### src/rtl/qam_pkg.sv
// Shared types and constants for the 16-QAM transmit path.
package qam_pkg;

  typedef enum logic {IDLE = 1'b0, RUN = 1'b1} qam_state_e;

  localparam int LEVEL_W = 3;

  localparam logic signed [LEVEL_W-1:0] LVL_M3 = -3'sd3;
  localparam logic signed [LEVEL_W-1:0] LVL_M1 = -3'sd1;
  localparam logic signed [LEVEL_W-1:0] LVL_P1 = 3'sd1;
  localparam logic signed [LEVEL_W-1:0] LVL_P3 = 3'sd3;

  // Gray coding: adjacent amplitude levels differ by one bit
  localparam logic [1:0] GRAY_M3 = 2'b00;
  localparam logic [1:0] GRAY_M1 = 2'b01;
  localparam logic [1:0] GRAY_P1 = 2'b11;
  localparam logic [1:0] GRAY_P3 = 2'b10;

endpackage

### src/rtl/qam_level_map.sv
// Gray-coded 2-bit symbol field to signed amplitude level.
module qam_level_map
  import qam_pkg::*;
(
  input  logic        [1:0]         code,
  output logic signed [LEVEL_W-1:0] level
);

  always_comb begin
    level = LVL_P3;
    case (code)
      GRAY_M3: level = LVL_M3;
      GRAY_M1: level = LVL_M1;
      GRAY_P1: level = LVL_P1;
      default: level = LVL_P3;
    endcase
  end

endmodule

### src/rtl/qam_symbol_mixer.sv
// Symbol buffer/timer plus 3-stage I*cos + Q*sin mixer producing an offset-binary DAC sample.
module qam_symbol_mixer
  import qam_pkg::*;
#(
  parameter int SYMBOL_LEN    = 230,
  parameter int CARRIER_WIDTH = 32,
  parameter int OUT_WIDTH     = 12
) (
  input  logic                     clk,
  input  logic                     rst,
  input  logic [CARRIER_WIDTH-1:0] carrier_i,
  input  logic [CARRIER_WIDTH-1:0] carrier_q,
  input  logic                     enable,
  input  logic [3:0]               sym_data,
  input  logic                     sym_valid,
  output logic                     sym_ready,
  output logic                     sym_strobe,
  output logic                     underrun,
  output logic [OUT_WIDTH-1:0]     mod_out,
  output logic                     mod_valid
);

  localparam int CNT_W  = $clog2(SYMBOL_LEN);
  localparam int PROD_W = CARRIER_WIDTH + LEVEL_W;
  localparam int SUM_W  = PROD_W + 1;
  localparam int SHIFT  = SUM_W - OUT_WIDTH;
  localparam int STAGES = 3;
  localparam logic [OUT_WIDTH-1:0] MIDSCALE = {1'b1, {(OUT_WIDTH-1){1'b0}}};

  qam_state_e state, state_nxt;
  logic [CNT_W-1:0] cnt;
  logic [3:0]       pending, current;
  logic             pending_full, load, sym_end, end_underrun, transfer;

  assign sym_end   = (state == RUN) && (cnt == CNT_W'(SYMBOL_LEN - 1));
  assign sym_ready = !rst && (!pending_full || load);
  assign transfer  = sym_valid && sym_ready;

  always_comb begin
    state_nxt    = state;
    load         = 1'b0;
    end_underrun = 1'b0;
    case (state)
      IDLE: if (pending_full && enable) begin
        load      = 1'b1;
        state_nxt = RUN;
      end
      RUN: if (sym_end) begin
        // enable only matters at the boundary, so a symbol is never cut short
        if (!enable)           state_nxt = IDLE;
        else if (pending_full) load      = 1'b1;
        else begin
          end_underrun = 1'b1;
          state_nxt    = IDLE;
        end
      end
      default: state_nxt = IDLE;
    endcase
  end

  always_ff @(posedge clk or posedge rst) begin
    if (rst) begin
      state        <= IDLE;
      cnt          <= '0;
      pending      <= '0;
      pending_full <= 1'b0;
      current      <= '0;
      sym_strobe   <= 1'b0;
      underrun     <= 1'b0;
    end else begin
      state      <= state_nxt;
      sym_strobe <= load;
      underrun   <= end_underrun;
      if (load || sym_end)    cnt <= '0;
      else if (state == RUN)  cnt <= cnt + 1'b1;
      if (load) current <= pending;
      // a refill on the load edge keeps the stream gapless
      if (transfer) begin
        pending      <= sym_data;
        pending_full <= 1'b1;
      end else if (load) begin
        pending_full <= 1'b0;
      end
    end
  end

  // lane 1 = I from [3:2], lane 0 = Q from [1:0]
  logic [1:0][1:0]         codes;
  logic [1:0][LEVEL_W-1:0] lvl_raw;
  logic signed [LEVEL_W-1:0] lvl_i, lvl_q;

  assign codes = {current[3:2], current[1:0]};

  qam_level_map u_map [1:0] (
    .code  (codes),
    .level (lvl_raw)
  );

  assign lvl_i = (state == RUN) ? $signed(lvl_raw[1]) : '0;
  assign lvl_q = (state == RUN) ? $signed(lvl_raw[0]) : '0;

  logic signed [PROD_W-1:0] prod_i, prod_q;
  logic signed [SUM_W-1:0]  sum;
  logic [STAGES:0]          vld_pipe;
  logic                     sum_frac_unused;

  assign vld_pipe[0]     = (state == RUN);
  assign mod_valid       = vld_pipe[STAGES];
  assign sum_frac_unused = ^sum[SHIFT-1:0];

  always_ff @(posedge clk or posedge rst) begin
    if (rst) begin
      prod_i             <= '0;
      prod_q             <= '0;
      sum                <= '0;
      mod_out            <= MIDSCALE;
      vld_pipe[STAGES:1] <= '0;
    end else begin
      prod_i             <= PROD_W'(lvl_i) * PROD_W'($signed(carrier_i));
      prod_q             <= PROD_W'(lvl_q) * PROD_W'($signed(carrier_q));
      sum                <= SUM_W'(prod_i) + SUM_W'(prod_q);
      // arithmetic shift then truncate == top OUT_WIDTH bits; MSB flip gives offset binary
      mod_out            <= {~sum[SUM_W-1], sum[SUM_W-2:SHIFT]};
      vld_pipe[STAGES:1] <= vld_pipe[STAGES-1:0];
    end
  end

endmodule

### config.mk
export PLATFORM = sky130hd
export DESIGN_NAME = qam_symbol_mixer
export DESIGN_NICKNAME = d
export VERILOG_FILES = /design/src/rtl/qam_pkg.sv /design/src/rtl/qam_level_map.sv /design/src/rtl/qam_symbol_mixer.sv
export SDC_FILE = /design/constraint.sdc
export NUM_CORES = 1
export LEC_CHECK = 0
export BUFFER_PORTS_ARGS = -buffer_cell sky130_fd_sc_hd__buf_2
export CAP_MARGIN = 15
export CELL_PAD_IN_SITES_DETAIL_PLACEMENT = 1
export CELL_PAD_IN_SITES_GLOBAL_PLACEMENT = 2
export CORE_MARGIN = 2
export CORE_UTILIZATION = 39
export DETAILED_ROUTE_END_ITERATION = 8
export GPL_ROUTABILITY_DRIVEN = 0
export GPL_TIMING_DRIVEN = 1
export PLACE_DENSITY = 0.9
export SYNTH_ARGS = -nofsm -noshare
export SYNTH_HDL_FRONTEND = slang
export SYNTH_HIERARCHICAL = 1
export SYNTH_SLANG_ARGS = --single-unit
### constraint.sdc
create_clock -name clk -period 5.92 [get_ports clk]
set_input_delay 0.888 -clock clk [delete_from_list [all_inputs] [get_ports clk]]
set_output_delay 0.888 -clock clk [all_outputs]
set_load 0.05 [all_outputs]
Word-level counts from Yosys, hierarchy flattened:

Cells that the tools add are included.

* muxes and demuxes: 19
* eq/ne operators: 5
* div/mod/pow operators: 0
* multiply operators: 2
* bitwise logic cells: 2
* magnitude comparators: 0
* $add $sub $neg: 2
* shift-type cells: 0
* reductions and logical operators: 12

Operators by type and width (number)
* $mul A3 B32 Y35: 2
* $add A35 B35 Y36: 1
* $pmux W3 S3: 2
* $mux W8: 2
* $mux W1: 11
* $add A8 B1 Y8 const B: 1
* $eq A8 B8 Y1 const B: 1
* $mux W3: 2
* $eq A2 B1 Y1 const B: 2
* $eq A2 B2 Y1 const B: 2
* $logic_and A1 B1 Y1: 4
* $logic_not A2 Y1: 2
* $pmux W1 S2: 2
* $reduce_bool A2 Y1: 2
* $logic_not A1 Y1: 2
* $logic_or A1 B1 Y1: 2
* $not A1 Y1: 2

* flip-flop bits (word level): 141
* output and inout bits: 16
* latch bits: 0
* bits of input ports: 72
* bits in read-only memories: 0
* logic and storage cells: 54
* memories kept: 0
* RAM bits: 0

Logic depth before layout (Yosys ltp):

Gate-level depths: netlist (run 1).

* depth after elaboration: 8
* depth in mapped cells: 18
* gate-level depth less buffers: 18

Cells and area by module:

The synthesis (run 1) kept the hierarchy.

By module, submodules not included
* qam_symbol_mixer: seq. area each 2929.1 µm², area each 11353.4 µm², cells an instance 1222, instances 1
* qam_level_map: seq. area each 0.0 µm², area each 50.0 µm², cells an instance 7, instances 2

Least setup slack after synthesis (run 1):

OpenSTA, ideal clock, no wires.

* path kind: register to register
* start point: reg state (netlist name)
* end point: reg prod_i[23]
* setup time: 80 ps
* arrival: 4194 ps
* required time: 5840 ps
* period minus slack after synthesis: 4274 ps
* buffers on the path: 3
* cell stages (with the launch flop): 18
* slack: 1646 ps
* cells stage by stage: dfrtp_1 -> buf_2 -> clkbuf_1 -> clkbuf_1 -> nand3_1 -> fa_1 -> inv_1 -> fa_1 -> ha_1 -> fa_1 -> a21oi_1 -> o21ai_0 -> a21oi_1 -> and4b_1 -> nor2_1 -> o21ai_0 -> a211oi_1 -> xnor2_1

* longest elaborated chain between the ends: 2

Ends and longest elaborated chain
* $mux W3: RTL line qam_symbol_mixer.sv:99 `assign lvl_i = (state == RUN) ? $signed(lvl_raw[1]) : '0;`
* $mul A3 B32 Y35: RTL line qam_symbol_mixer.sv:119 `prod_i <= PROD_W'(lvl_i) * PROD_W'($signed(carrier_i));`
* to (signal assigned): RTL line qam_symbol_mixer.sv:119
* to (decl): RTL line qam_symbol_mixer.sv:102 `logic signed [PROD_W-1:0] prod_i, prod_q;`

Every way passes these cells.
A chain may end at the register's enable or synchronous reset.

==> results of run 1 <==
layout by cell type (no fill, tap or decap), drive strengths merged, types with 25 or more instances in the layout:
master	n
nand2	79
and3	131
buf	92
nor2	102
fa	66
ha	168
nand3	25
inv	42
a21o	39
a21oi	108
xnor2	49
o21ai	67
dfrtp	116
path summary, 6_finish.rpt:
check	end	slack, ps	cells past startpoint
min reg2reg	mod_out[7]	350	0
min	mod_out[7]	350	0
min in group asynchronous	codes[3]	650	2
max in group asynchronous	prod_q[28]	4070	3
max reg2reg	prod_i[23]	1070	16
max	prod_i[23]	1070	16
registers in the layout (all words and copies together), names as in the netlist:
register	cells
prod_q	35
cnt	8
codes	4
state	1
vld_pipe	2
pending	4
mod_valid	1
mod_out	12
sum	12
pending_full	1
underrun	1
prod_i	35
sym_strobe	1
cell usage after synthesis, drive strengths merged, types with 16 or more instances:
| master | number |
|---|---|
| nand4 | 18 |
| a21oi | 108 |
| ha | 168 |
| xor2 | 24 |
| nand2 | 79 |
| clkbuf | 40 |
| and3 | 131 |
| fa | 66 |
| inv | 38 |
| a21o | 39 |
| nand3 | 25 |
| dfrtp | 116 |
| nor2 | 102 |
| xnor2 | 49 |
| o21bai | 16 |
| o21ai | 67 |
final cells by class:
type,count,area share [%]
multi-input cells,1029,63.83
well taps,384,3.762
repair buffers,92,3.703
inverters,38,1.136
clock inverters,14,1.185
clock buffers,18,3.438
flip-flops and latches,117,22.94
worst reg2reg max path, cell delays in order (launching register included):
cell and delay (ps):
dfrtp_1 370, inv_1 50, ha_1 860, nand3_1 210, fa_1 560, inv_1 60
fa_1 390, ha_1 240, fa_1 410, a21oi_1 200, o21ai_0 100, a21oi_1 310
and4b_1 250, nor2_1 160, o21ai_0 160, a211oi_1 310, xnor2_1 150
power breakdown:
group,leakage (nW),switching (mW),internal (mW)
clock,0.276,0.390,0.634
sequential,1.38,0.0850,1.01
combinational,4.86,0.920,0.592
total,6.52,1.40,2.24
cells by family (layout without fill, tap and decap cells):
kind of cell             count (synthesis)  after routing
AO/OA/AOI/OAI                          299            299
adder cells (fa/ha/maj)                234            234
AND/OR/NAND/NOR                        416            416
multiplexers                             5              5
other                                    2              2
XOR/XNOR                                73             73
buffers and inverters                   90            162
flip-flops                             117            117
per-layer routing:
| layer | vias to the layer above | part of all wire (%) | GRT usage (%) |
|---|---|---|---|
| li1 | 4558 | - | - |
| met1 | 4626 | 44 | 22.37 |
| met2 | 101 | 52 | 35.07 |
| met3 | 37 | 1.8 | 2.381 |
| met4 | 0 | 1.9 | 5.104 |
| met5 | - | 0 | 0 |
through the flow:
stage	setup slack [ps]	std cells	hold slack [ps]	power (mW)
finish	1068	1692	347.3	3.633
global route	564.1	1692	353.9	3.893
CTS	1042	1692	349.1	3.667
detailed placement	1086	1660	336.2	2.608
global placement	1187	1660	333.3	2.565
floorplan	1646	1236	331.2	2.227
==> flow_metrics.tcl, run 1 <==
set metrics [dict create \
    wl_per_cell_um 16.40 \
    grt-ovfl-total 0 \
    clk_latency_ps 420 \
    yosys.area.top_type "dfrtp_1" \
    tightest_slew_ps 885.7 \
    muxShareOfSynthArea_pct 0.6118 \
    synth_top_family_by_area "adder cells" \
    place_hpwl_um 21850 \
    clockBufferDepth 2 \
    num_vias 9322 \
    clk_pin_slew_ps 60 \
    peakVddDrop_mv 0.1708 \
    max_freq_mhz 206.1 \
    hold_violations 0 \
    setup_tns_ps 0 \
    dr.pass1.iters 6 \
    utilization_pct 44.38 \
    yosysSeqAreaShare_pct 25.57 \
    core_area_um2 28780 \
    avgSynthCellArea_um2 9.267 \
    io_pins 88 \
    ys_ff_latch 117 \
    drive_gt1_share_pct 11.39 \
    layout.nets 1601 \
    hp-start "sum[31]" \
    syn_inst 1236 \
    reg2reg_from "codes[2]" \
    antenna_found_initial 0 \
    finalSetupViolCount 0 \
    n_antenna_cell 0 \
    p_per_area_nw_per_um2 284.4 \
    max_stage_delay_ps 860 \
    finalCritPeriodShare_pct 81.96 \
    report.final.slew_viol_count 0 \
    leakage_nw 6.516 \
    synth_xor_area_share_pct 5.582 \
    drc 0 \
    htreeDepth 4 \
    die_y_um 175.4 \
    synthArstFlopShare_pct 100.0 \
    synthFlopType "dfrtp_1" \
    finClkSkew_ps 12.07 \
    initial_core_util_pct 39.80 \
    worstSetupStartpoint "codes[2]" \
    cts_num_sinks 117 \
    synth-simple-area-share_pct 18.81 \
    grt_pass1_vias 10130 \
    std_cell_rows 62 \
    ctsHoldBuffers 0 \
    place_area_um2 12180 \
    post_cts_buffers 0 \
    synth_edf_count 0 \
    synth_compound_area_share_pct 16.22 \
    ys_types 72 \
    cts_tree "done" \
    cp-end-kind "flip-flop" \
    crit_fanout 32 \
    post_cts_resized 0 \
    outcome "completed" \
    ant_nets 0 \
    crit_path_frequent_cell "fa_1" \
    grt_pass1_wl_um 48130 \
    path_class "flip-flop to flip-flop" \
    crit_slowest_cell "ha_1" \
    hold_class "flip-flop to flip-flop" \
    numCtsBuffers 17 \
    ys_warn_count 6 \
    area_growth_pct 11.51 \
    rsz0062_at_grt "no" \
    grt_max_degree 79 \
    synth_top_area_share_pct 25.34 \
    start_kind "flip-flop" \
    synth_fa_ha_area_share_pct 29.89 \
    ff_latch_area_um2 2930 \
    drt_iter0_drc 333 \
    die-area_um2 30750 \
    cp_data_required_time_ps 6250 \
    cp_num_buf_inv 2 \
    n_fill_cell 3341 \
    synth_area_um2 11450 \
    viasPerCell 5.509 \
    cp_top_family "adder cells" \
    drv_cap 0 \
    syn_nets 1542 \
    relSlewSlack_pct 40.95 \
    root_buffer "clkbuf_16" \
    track_usage_pct 18.72 \
    io_buffers 87 \
    multi_input_area_um2 8153 \
    cp_cell_sequence "inv_1 -> ha_1 -> nand3_1 -> fa_1 -> inv_1 -> fa_1 -> ha_1 -> fa_1 -> a21oi_1 -> o21ai_0 -> a21oi_1 -> and4b_1 -> nor2_1 -> o21ai_0 -> a211oi_1 -> xnor2_1" \
    die_x_um 175.4 \
    cp.arrival_ps 5180 \
    wl_um 27760 \
    finalCriticalPeriod_ps 4852 \
    synth.top_cells.by_area "dfrtp_1, ha_1, fa_1" \
    fin_area_um2 12770 \
]
Note: power is estimated with default switching activity, not from simulation.
==> run 2: changes to the inputs <==
Clock period 5.92 ns to 4.5 ns, I/O delays scaled along.
==> run 2 against run 1 <==
Via count rose by 1.5%; wire length rose by 1.9%; flip-flop and latch count did not move; largest power group unchanged; setup slack got worse by 830 ps; fmax rose by 14%; worst hold slack got worse by 3.3 ps; highest routed layer unchanged; final cell count rose by 1.2%; non-clock buffer count rose by 21.
==> flow_metrics.tcl, run 2 (synthesized netlist as in run 1, its figures left out) <==
set metrics [dict create \
    antenna_found_initial 0 \
    place_hpwl_um 22100 \
    cp_data_required_time_ps 4820 \
    path_class "flip-flop to flip-flop" \
    r2r_end "prod_q[33]" \
    utilization_pct 45.36 \
    crit_fanout 5 \
    cp.arrival_ps 4580 \
    final_cell_mix "ha_1, and3_1, dfrtp_1" \
    finClkSkew_ps 11.39 \
    drt_iter0_drc 478 \
    relSlewSlack_pct 36.19 \
    tightest_slew_ps 957.2 \
    drc 0 \
    combinationalPowerShare_pct 41.7 \
    hold_class "flip-flop to flip-flop" \
    start_kind "flip-flop" \
    drive_gt1_share_pct 14.00 \
    switching_share_pct 38.44 \
    setup_tns_ps 0 \
    post_cts_buffers 0 \
    hp-start "sum[25]" \
    holdPathEnd "mod_out[1]" \
    max_freq_mhz 234.7 \
    fin_area_um2 13050 \
    ant_nets 0 \
    dr.pass1.iters 4 \
    clk_pin_slew_ps 70 \
    n_antenna_cell 0 \
    clockBufferDepth 2 \
    finalSetupViolCount 0 \
    leakage_nw 6.661 \
    report.final.slew_viol_count 0 \
    cts_tree "done" \
    peakVddDrop_mv 0.2016 \
    outcome "completed" \
    r2r_slack_ps 240 \
    die-area_um2 30750 \
    area_growth_pct 13.97 \
    wl_per_cell_um 16.52 \
    reg.largest.list "prod_i (35), prod_q (35)" \
    root_buffer "clkbuf_16" \
    grt_pass1_wl_um 49670 \
    io_pins 88 \
    htreeDepth 4 \
    cp-end-kind "flip-flop" \
    r2r_cells 18 \
    post_cts_resized 0 \
    hold_violations 0 \
    ctsHoldBuffers 0 \
    p_clk_share_pct 28.9 \
    die_x_um 175.4 \
    track_usage_pct 19.42 \
    cts_num_sinks 117 \
    wl_um 28290 \
    p_per_area_nw_per_um2 374.9 \
    finalCriticalPeriod_ps 4261 \
    viasPerCell 5.524 \
    num_vias 9463 \
    die_y_um 175.4 \
    place_area_um2 12360 \
    grt_pass1_vias 10530 \
    pwr-share-seq_pct 29.4 \
    p_sw_mw 1.882 \
    grt_max_degree 80 \
    drv_cap 0 \
    core_area_um2 28780 \
    layout.nets 1622 \
    reg2reg_from "codes[0]" \
    total_power_mw 4.894 \
    finalCritPeriodShare_pct 94.68 \
    internal_power_mw 3.013 \
    n_fill_cell 3331 \
    io_buffers 87 \
    numCtsBuffers 17 \
    grt-ovfl-total 0 \
    final_common_cell "ha_1" \
    hold_depth 0 \
    initial_core_util_pct 39.80 \
    clk_latency_ps 430 \
    std_cell_rows 62 \
]
==> run 2: worst max-delay path by stage <==
stage / from / endpoint / slack, ps / cells past startpoint
2_1_floorplan: state / prod_i[23] / 230 / 17
3_3_place_gp: codes[0] / prod_q[28] / 200 / 17
3_5_place_dp: codes[3] / prod_i[23] / 90 / 18
4_1_cts: codes[2] / prod_i[23] / 30 / 18
5_1_grt: codes[1] / prod_q[33] / -5 / 18
6_report: codes[0] / prod_q[33] / 240 / 18
==> run 2: power groups by stage <==
stage	Combinational (mW)	Clock, mW	Sequential, mW
after detailed placement	1.99	0	1.46
final	2.04	1.41	1.44
after floorplan	1.32	0	1.61
after CTS	2.04	1.44	1.45
after global routing	2.27	1.49	1.47
after global placement	1.94	0	1.45
==> run 2: metal layers <==
metal  vias to the layer above  global-route usage, %  part of all wire, %
met4                         0                  5.139                  1.7
li1                       4589                      -                    -
met3                        38                  2.641                  2.0
met1                      4729                  22.81                   43
met5                         -                      0                    0
met2                       107                  36.81                   53
==> run 2: cell type report <==
type / count / area [um^2] / share of cell area [%]
Clock inverter: 14 / 175.2 / 1.342
Multi-Input combinational cell: 1029 / 8230 / 63.05
Inverter: 38 / 145.1 / 1.112
Tap cell: 384 / 480.5 / 3.681
Timing Repair Buffer: 113 / 663.1 / 5.080
Clock buffer: 18 / 429.2 / 3.288
Sequential cell: 117 / 2930 / 22.45
==> run 2: through the flow <==
stage / hold slack [ps] / std cells / setup slack, ps
global route: 352.0 / 1713 / -4.696
global placement: 332.2 / 1681 / 201.3
detailed placement: 335.8 / 1681 / 85.70
CTS: 346.7 / 1713 / 25.03
finish: 344.0 / 1713 / 239.4
floorplan: 331.2 / 1236 / 225.9
==> run 2: critical path, cell delays in order, from the launching register on <==
cell and delay, ps:
dfrtp_1 390, inv_1 70, ha_1 160, or2_1 140, nand2_2 100, or2_2 320, fa_1 510, fa_1 170
inv_1 40, ha_1 210, fa_1 430, a21oi_2 190, o211ai_1 130, a311oi_1 280, nand2b_4 190, o21ba_2 180
o21ai_1 110, a311o_1 370, xor2_1 140
